<file path="src/rtl/pm_emulator.sv">
// Pixel-matrix column emulator: 32 columns of 16-bit shift, count and config registers.
// Optional per-column hit counters are built only when PM_EMULATOR_COUNTER_EN is defined.
module pm_emulator (
    input  logic              clk,
    input  logic              rst_n,
    input  logic              clkSh,
    input  logic              shA,
    input  logic              shB,
    input  logic              gate,
    input  logic              strobe,
    input  logic              write_cfg,
    input  logic [31:0]       pm_din,
    output logic [31:0]       pm_dout,
    output logic [31:0][15:0] cfg_out
);

    localparam int NCOL = 32;

    logic        clksh_prev;
    logic        shb_prev;
    logic        strobe_prev;
    logic        write_cfg_prev;
    logic        armed;

    logic        clksh_rise;
    logic        shb_rise;
    logic        strobe_rise;
    logic        write_cfg_rise;
    logic        do_shift;
    logic        do_load;

    logic [15:0] sr  [NCOL];
    logic [15:0] cfg [NCOL];

    // armed stays low for the first cycle after reset so that inputs already
    // high at release are absorbed into the prev copies instead of firing.
    always_ff @(posedge clk or negedge rst_n) begin
        if (!rst_n) begin
            clksh_prev     <= 1'b0;
            shb_prev       <= 1'b0;
            strobe_prev    <= 1'b0;
            write_cfg_prev <= 1'b0;
            armed          <= 1'b0;
        end else begin
            clksh_prev     <= clkSh;
            shb_prev       <= shB;
            strobe_prev    <= strobe;
            write_cfg_prev <= write_cfg;
            armed          <= 1'b1;
        end
    end

    assign clksh_rise     = armed & clkSh     & ~clksh_prev;
    assign shb_rise       = armed & shB       & ~shb_prev;
    assign strobe_rise    = armed & strobe    & ~strobe_prev;
    assign write_cfg_rise = armed & write_cfg & ~write_cfg_prev;

    // shA selects exactly one of shift or load, so they can never collide.
    assign do_shift = clksh_rise & shA;
    assign do_load  = shb_rise & ~shA;

`ifdef PM_EMULATOR_COUNTER_EN
    logic        do_count;
    logic [15:0] cnt [NCOL];

    assign do_count = strobe_rise & gate;

    // A hit coinciding with a load lands in the freshly cleared counter.
    always_ff @(posedge clk or negedge rst_n) begin
        if (!rst_n) begin
            for (int c = 0; c < NCOL; c++) begin
                cnt[c] <= '0;
            end
        end else begin
            for (int c = 0; c < NCOL; c++) begin
                if (do_load) begin
                    cnt[c] <= do_count ? 16'd1 : 16'd0;
                end else if (do_count && (cnt[c] != 16'hFFFF)) begin
                    cnt[c] <= cnt[c] + 16'd1;
                end
            end
        end
    end

    always_ff @(posedge clk or negedge rst_n) begin
        if (!rst_n) begin
            for (int c = 0; c < NCOL; c++) begin
                sr[c] <= '0;
            end
        end else begin
            for (int c = 0; c < NCOL; c++) begin
                if (do_shift) begin
                    sr[c] <= {sr[c][14:0], pm_din[c]};
                end else if (do_load) begin
                    sr[c] <= cnt[c];
                end
            end
        end
    end
`else
    logic unused_count_inputs;

    assign unused_count_inputs = &{1'b0, gate, strobe_rise};

    always_ff @(posedge clk or negedge rst_n) begin
        if (!rst_n) begin
            for (int c = 0; c < NCOL; c++) begin
                sr[c] <= '0;
            end
        end else begin
            for (int c = 0; c < NCOL; c++) begin
                if (do_shift) begin
                    sr[c] <= {sr[c][14:0], pm_din[c]};
                end else if (do_load) begin
                    sr[c] <= '0;
                end
            end
        end
    end
`endif

    // cfg samples sr before any same-cycle shift or load takes effect.
    always_ff @(posedge clk or negedge rst_n) begin
        if (!rst_n) begin
            for (int c = 0; c < NCOL; c++) begin
                cfg[c] <= '0;
            end
        end else if (write_cfg_rise) begin
            for (int c = 0; c < NCOL; c++) begin
                cfg[c] <= sr[c];
            end
        end
    end

    always_comb begin
        pm_dout = '0;
        cfg_out = '0;
        for (int c = 0; c < NCOL; c++) begin
            pm_dout[c] = sr[c][15];
            cfg_out[c] = cfg[c];
        end
    end

endmodule

</file>
<file path="config.mk">
export PLATFORM = sky130hd
export DESIGN_NAME = pm_emulator
export DESIGN_NICKNAME = d
export VERILOG_FILES = /design/src/rtl/pm_emulator.sv
export SDC_FILE = /design/constraint.sdc
export NUM_CORES = 1
export LEC_CHECK = 0
export BUFFER_PORTS_ARGS = -buffer_cell sky130_fd_sc_hd__buf_2
export CAP_MARGIN = 20
export CORE_UTILIZATION = 40
export DETAILED_ROUTE_END_ITERATION = 10
export GPL_TIMING_DRIVEN = 0
export REMOVE_ABC_BUFFERS = 1
export SETUP_SLACK_MARGIN = 0.5
export SYNTH_ARGS = -nofsm -noshare
export SYNTH_HDL_FRONTEND = slang
export SYNTH_SLANG_ARGS = --single-unit
</file>
<file path="constraint.sdc">
create_clock -name clk -period 2 [get_ports clk]
set_input_delay 0.1 -clock clk [delete_from_list [all_inputs] [get_ports clk]]
set_output_delay 0.1 -clock clk [all_outputs]
set_load 0.05 [all_outputs]
</file>
==> reports/qor.txt, run 1 <==
Levels on crit path: 10
Synth warnings: 0
largest net degree at the start of global routing: 132
drt initial violations: 1670
Ports: 584
Die H: 308 µm
Clock Tree Buf Depth: 3
row cnt: 111
via count: 24000
share of cells above drive strength 1: 0.506
Synth area leaders: dfrtp_1 69%, mux2_2 15%, a22o_1 12%, buf_2 1.4%, buf_6 1.2%
Yosys top cell area share: 0.688
status: complete, but fails checks
RSZ-0062 raised after global routing: true
die area: 0.0947 mm²
post-synth top area cell: dfrtp_1
Reg power frac: 0.460
VDD IR-drop max: 0.726 mV
Global Route Usage Sum: 0.215
antenna viol nets, final: 0
quantity of hold-fixing buffers added after cts: 35
Layout Nets: 3175
first-pass GRT wire length: 156000 µm
vias in the first global route: 24200
max cap viols: 0
Non-Filler Instances: 4472
Metal-1 WL: 46000 µm
clock share of power: 0.437
port buffer count: 581
Final Hold Slack: -0.657 ns
Min-Delay Path Class: in2async
Vias/cell: 5.37
Setup WS post-layout: -0.184 ns
Achievable Freq: 458 MHz
DR WL/cell: 24.6 µm
most common cell after layout, fill and taps aside: dfrtp_1
Mapped Area: 0.0374 mm²
Num CTS Buffers: 109
Mean Syn Cell Area: 16.5 µm²
crit-path max FO: 8
Core ar.: 0.0921 mm²
endpoints failing hold: 280
Worst-Skew Late Latency: 0.69 ns
Synth Instances: 2259
CP Launch Type: register
CP delay by family, top: buffers and inverters
clock sinks: 1028
Cells after DPL: 3947
Placed Area: 0.0419 mm²
total negative slack: -31.86 ns
grt total ovfl: 0
Gate power share: 0.103
most frequent cells in the layout: 1026 x dfrtp_1, 580 x buf_2, 512 x a22o_1
minimum clock period: 2.18 ns
CTS root buf: clkbuf_16
Least-Margin Pin Slew: 0.669 ns
Post-route DRC: 0
Worst path max stage delay: 0.37 ns
Initial Util: 0.406
synth-to-layout area growth: 37.6%
internal power: 35.9 mW
WS Path Type: reg2reg
final total power: 47.8 mW
Crit path top cell by count: buf_16
TritonCTS clock tree: done
violated checks: hold timing, setup timing
Sw Pwr: 11.9 mW
Final Util: 0.559
FF-to-FF path depth: 10
WL met2: 53700 µm
Pwr Density: 929 mW/mm²
Critical Path End Type: register
Worst path slowest cell: dfrtp_1
#FFs+latches synth: 1028
WL met3: 5960 µm
Highest Signal Layer: met4
Pre-antenna DRT Iters: 5
Worst-path clk slew: 0.06 ns
Worst EP arrival: 2.75 ns
Slew HR: 0.554
P_leak: 27.5 nW
antenna violations before repair: 2
placer congestion estimate: 0.792
Sw Share: 0.249
DP Wirelength: 58600 µm
htree depth: 3
final period utilization: 1.09
Required @ worst endpoint: 2.56 ns
synth unique cells: 13
pins over their slew limit: 0
setup violators final: 307
clk_skew: 0.0291 ns
die width: 308 µm
Worst Path Buf+Inv: 8
cells along the critical path: nand3b_1 -> buf_4 -> buf_8 -> buf_12 -> buf_16 -> buf_12 -> buf_16 -> buf_16 -> clkbuf_16 -> mux2_2
detailed-route wire length: 110000 µm
post-synthesis sequential area ratio: 0.688
final instance area: 0.0514 mm²
-- flip-flops by register name (all words and copies together), names as in the netlist --
| signal | count |
|---|---|
| armed | 1 |
| write_cfg_prev | 1 |
| shb_prev | 1 |
| clksh_prev | 1 |
| sr | 480 |
| cfg_out | 512 |
| pm_dout | 32 |
-- final timing paths --
path | start | endpoint | slack [ns]
setup / recovery | write_cfg_prev | cfg_out[241] | -0.18
hold / removal | rst_n | cfg_out[9] | -0.66
setup reg to reg | write_cfg_prev | cfg_out[241] | -0.18
hold reg to reg | cfg_out[162] | cfg_out[162] | 0.50
max in group asynchronous | rst_n | sr[39] | 0.64
min in group clk | shB | shb_prev | 0.07
-- per-layer routing --
| layer | track usage | up-vias |
|---|---|---|
| li1 | - | 10200 |
| met3 | 0.0471 | 218 |
| met1 | 0.281 | 12900 |
| met2 | 0.343 | 676 |
| met4 | 0.0934 | 0 |
| met5 | 0 | - |
-- area by class of cell --
type	count	area, µm²
Tap cell	1243	1560
Clock inverter	40	472
Clock buffer	163	3290
Multi-Input combinational cell	1032	10300
Timing Repair Buffer	964	10000
Fill cell	7167	40600
Sequential cell	1028	25700
Antenna cell	2	5.00
-- power groups by stage --
stage	clock (mW)	combinational [mW]	sequential, mW
after floorplan	0	1.27	23.6
after global placement	0	4.00	22.3
after detailed placement	0	3.85	22.3
after CTS	21.3	4.56	22.0
after global routing	22.2	5.19	22.0
final	20.9	4.94	22.0
-- logic make-up after synthesis --
group                  after synthesis  synth area share
DFF                               1028             0.688
AOI/OAI and AO/OA                  512             0.120
muxes                              512             0.154
buffers and inverters              202            0.0365
and+or+nand+nor                      4           0.00110
other                                1          0.000100
-- synthesized netlist by cell type --
master,n
dfrtp_1,1028
and4bb_2,1
clkbuf_4,1
conb_1,1
buf_2,108
buf_4,45
nand3b_1,1
nor2_4,1
buf_6,40
clkbuf_1,8
a22o_1,512
and4b_1,1
mux2_2,512
-- metrics by stage --
step,hold WS (ns),setup WS [ns]
after floorplan,-0.196,-21.92
after global placement,0.222,-53.30
after detailed placement,0.136,-0.903
after CTS,-0.619,-0.0886
after global routing,-0.656,-0.211
final,-0.657,-0.184
-- timing repair --
action | CTS | global route
pin swaps | 57 | 39
endpoints found under the hold margin | 242 | 280
setup endpoints to repair | 1265 | 1578
setup buffers | 96 | 65
gates cloned | 70 | 54
resized for setup | 119 | 98
Power figures use the tool's default switching activity.
==> run 2: changes to the inputs <==
ABC_AREA = 1   (was unset)
==> reports/qor.txt, run 2 <==
Final Hold Slack: -0.643 ns (was -0.657 ns)
Least-Margin Pin Slew: 0.862 ns (was 0.669 ns)
Sw Pwr: 12.6 mW (was 11.9 mW)
Initial Util: 0.404 (was 0.406)
Async S/R FF share, synth: 1.00 (unchanged)
via count: 33900 (was 24000)
synth-to-layout area growth: 31.1% (was 37.6%)
FF-to-FF path depth: 12 (was 10)
top cells by count, synth: 1028 x dfrtp_1, 1027 x nand2_1, 1024 x nand3_1 (was 1028 x dfrtp_1, 512 x a22o_1, 512 x mux2_2)
crit-path max FO: 16 (was 8)
VDD IR-drop max: 0.730 mV (was 0.726 mV)
Worst EP arrival: 2.62 ns (was 2.75 ns)
status: complete, but fails checks (unchanged)
WS Path Type: reg2reg (unchanged)
final period utilization: 1.02 (was 1.09)
multi-input logic area: 0.0123 mm² (was 0.0103 mm²)
first-pass GRT wire length: 198000 µm (was 156000 µm)
post-synthesis sequential area ratio: 0.623 (was 0.688)
Critical Path End Type: register (unchanged)
vias in the first global route: 31300 (was 24200)
Mapped Area: 0.0413 mm² (was 0.0374 mm²)
Pwr Density: 882 mW/mm² (was 929 mW/mm²)
Core ar.: 0.102 mm² (was 0.0921 mm²)
most common cell after layout, fill and taps aside: dfrtp_1 (unchanged)
grt total ovfl: 0 (unchanged)
internal power: 35.1 mW (was 35.9 mW)
post-synth top area cell: dfrtp_1 (unchanged)
Non-Filler Instances: 6553 (was 4472)
Sw Share: 0.264 (was 0.249)
Synth area leaders: dfrtp_1 62%, nand3_1 12%, nand2_1 9.3%, o21ai_0 4.8%, inv_1 4.7% (was dfrtp_1 69%, mux2_2 15%, a22o_1 12%, buf_2 1.4%, buf_6 1.2%)
die width: 323 µm (was 308 µm)
Vias/cell: 5.18 (was 5.37)
violated checks: hold timing, setup timing (unchanged)
largest net degree at the start of global routing: 167 (was 132)
Worst-path clk slew: 0.06 ns (about the same)
Worst path slowest cell: dfrtp_2 (was dfrtp_1)
Slew HR: 0.425 (was 0.554)
share of cells above drive strength 1: 0.220 (was 0.506)
pins over their slew limit: 0 (unchanged)
max cap viols: 0 (unchanged)
Post-route DRC: 0 (unchanged)
clk_skew: 0.0402 ns (was 0.0291 ns)
clock sinks: 1028 (unchanged)
row cnt: 117 (was 111)
Required @ worst endpoint: 2.59 ns (was 2.56 ns)
Min-Delay Path Class: in2async (unchanged)
Yosys top cell area share: 0.623 (was 0.688)
die area: 0.104 mm² (was 0.0947 mm²)
Synth Instances: 4480 (was 2259)
Largest register FFs: 512 (unchanged)
Cells after DPL: 6112 (was 3947)
setup violators final: 66 (was 307)
Synth Flop Type: dfrtp_1 (unchanged)
pre-CTS WS: -1.47 ns (was -0.903 ns)
Pre-antenna DRT Iters: 5 (unchanged)
DR WL/cell: 21.4 µm (was 24.6 µm)
antenna viol nets, final: 0 (unchanged)
Reg area: 0.0257 mm² (unchanged)
Setup WS post-layout: -0.0329 ns (was -0.184 ns)
cells along the critical path: nor2_4 -> buf_6 -> buf_16 -> buf_16 -> buf_16 -> buf_16 -> nand2_8 -> buf_16 -> buf_12 -> buf_16 -> nand3_1 -> nand2_2 (was nand3b_1 -> buf_4 -> buf_8 -> buf_12 -> buf_16 -> buf_12 -> buf_16 -> buf_16 -> clkbuf_16 -> mux2_2)
#FFs+latches synth: 1028 (unchanged)
DP Wirelength: 65700 µm (was 58600 µm)
Clock Tree Buf Depth: 3 (unchanged)
htree depth: 3 (unchanged)
Die H: 323 µm (was 308 µm)
Global Route Usage Sum: 0.245 (was 0.215)
EDFF count, synth: 0 (unchanged)
placer congestion estimate: 0.781 (was 0.792)
Achievable Freq: 492 MHz (was 458 MHz)
Worst path max stage delay: 0.42 ns (was 0.37 ns)
Ports: 584 (unchanged)
drt initial violations: 3127 (was 1670)
r2r endpoint: sr[425] (was cfg_out[241])
TritonCTS clock tree: done (unchanged)
R2R Setup Slk: -0.03 ns (was -0.18 ns)
detailed-route wire length: 140000 µm (was 110000 µm)
n_diodes: 0 (was 2)
CP Launch Type: register (unchanged)
final total power: 47.7 mW (was 47.8 mW)
P_leak: 27.8 nW (was 27.5 nW)
minimum clock period: 2.03 ns (was 2.18 ns)
Worst R2R Start: clksh_prev (was write_cfg_prev)
Gate power share: 0.104 (was 0.103)
Reg power frac: 0.459 (was 0.460)
antenna violations before repair: 1 (was 2)
top-count cell post-synth: dfrtp_1 (unchanged)
CTS root buf: clkbuf_16 (unchanged)
Worst-Skew Late Latency: 0.71 ns (was 0.69 ns)
synth unique cells: 17 (was 13)
Mean Syn Cell Area: 9.21 µm² (was 16.5 µm²)
Synth warnings: 0 (unchanged)
port buffer count: 581 (unchanged)
endpoints failing hold: 269 (was 280)
RSZ-0062 raised after global routing: true (unchanged)
Crit path top cell by count: buf_16 (unchanged)
most frequent cells in the layout: 1026 x dfrtp_1, 992 x nand2_1, 948 x nand3_1 (was 1026 x dfrtp_1, 580 x buf_2, 512 x a22o_1)
Num CTS Buffers: 111 (was 109)
Layout Nets: 5135 (was 3175)
number of fill cells: 9196 (was 7167)
clock share of power: 0.437 (about the same)
## run 2: changes by cell type after synthesis, moves of 8 or more
| cell | before | now |
|---|---|---|
| buf_1 | 0 | 8 |
| buf_4 | 45 | 34 |
| mux2_2 | 512 | 0 |
| clkbuf_1 | 8 | 68 |
| o21ai_0 | 0 | 395 |
| buf_2 | 108 | 229 |
| a22o_1 | 512 | 0 |
| nand2_1 | 0 | 1027 |
| nand3_1 | 0 | 1024 |
| buf_6 | 40 | 30 |
| o21ai_1 | 0 | 117 |
| inv_1 | 0 | 513 |
## run 2: worst max-delay path by stage
stage | from | endpoint | slack (ns) | depth (start not counted)
after floorplan | clksh_prev | pm_dout[0] | -12.56 | 4
after global placement | clksh_prev | sr[192] | -31.39 | 4
after detailed placement | clksh_prev | sr[101] | -1.47 | 10
after CTS | write_cfg_prev | cfg_out[25] | 0.02 | 7
after global routing | clksh_prev | sr[425] | -0.09 | 12
final | clksh_prev | sr[425] | -0.03 | 12
## run 2: critical path, delay by kind of cell, from the launching register on
kind / cells / cell delay, ns
buffers and inverters: 8 / 1.06
DFF: 1 / 0.42
and+or+nand+nor: 4 / 0.37
## run 2: routing by layer
layer  routed length, µm  part of all wire  up-vias  track usage
li1                    -                 -    15700            -
met1               58500              0.42    16800        0.329
met2               66500              0.47     1201        0.395
met3                9250             0.066      287       0.0454
met4                5970             0.043        0       0.0942
met5                   0                 0        -            0
## run 2: through the flow
step	util	TNS, ns	instance area, µm²
floorplan	-	-	39200
global placement	0.430	-	43900
detailed placement	0.443	-851.97	45200
CTS	0.509	0	51900
global route	0.530	-11.82	54100
finish	0.530	-0.639	54100
## run 2: what timing repair did
action                     4_1_cts  5_1_grt
setup endpoints to repair     1490     1467
gates resized for setup         69      192
buffers inserted                42       34
pin swaps                        9       36
hold buffers                    39        1
hold endpoints to repair       274      135
cloned                          71       50
## run 2: cell type report
type                    count  area share
flip-flops and latches   1028       0.476
multi-input cells        2575       0.228
repair buffers            863       0.160
clock buffers             168      0.0611
inverters                 515      0.0361
well taps                1368      0.0316
clock inverters            35     0.00740
repair inverters            1    0.000162
## run 2: kinds of logic (layout without fill, tap and decap cells)
family	Yosys count	in the layout	share of synthesized area
other cells	1	1	0.0000909
buf+inv	884	1582	0.0959
compound gates	512	512	0.0621
flops	1028	1028	0.623
simple gates	2055	2062	0.218
## run 2: power by group through the flow
stage	sequential [mW]	combinational, mW	clock, mW
floorplan	23.4	1.14	0
global placement	22.3	3.77	0
detailed placement	22.2	3.88	0
CTS	21.9	4.62	21.2
global route	22.0	5.27	22.0
finish	21.9	4.95	20.9
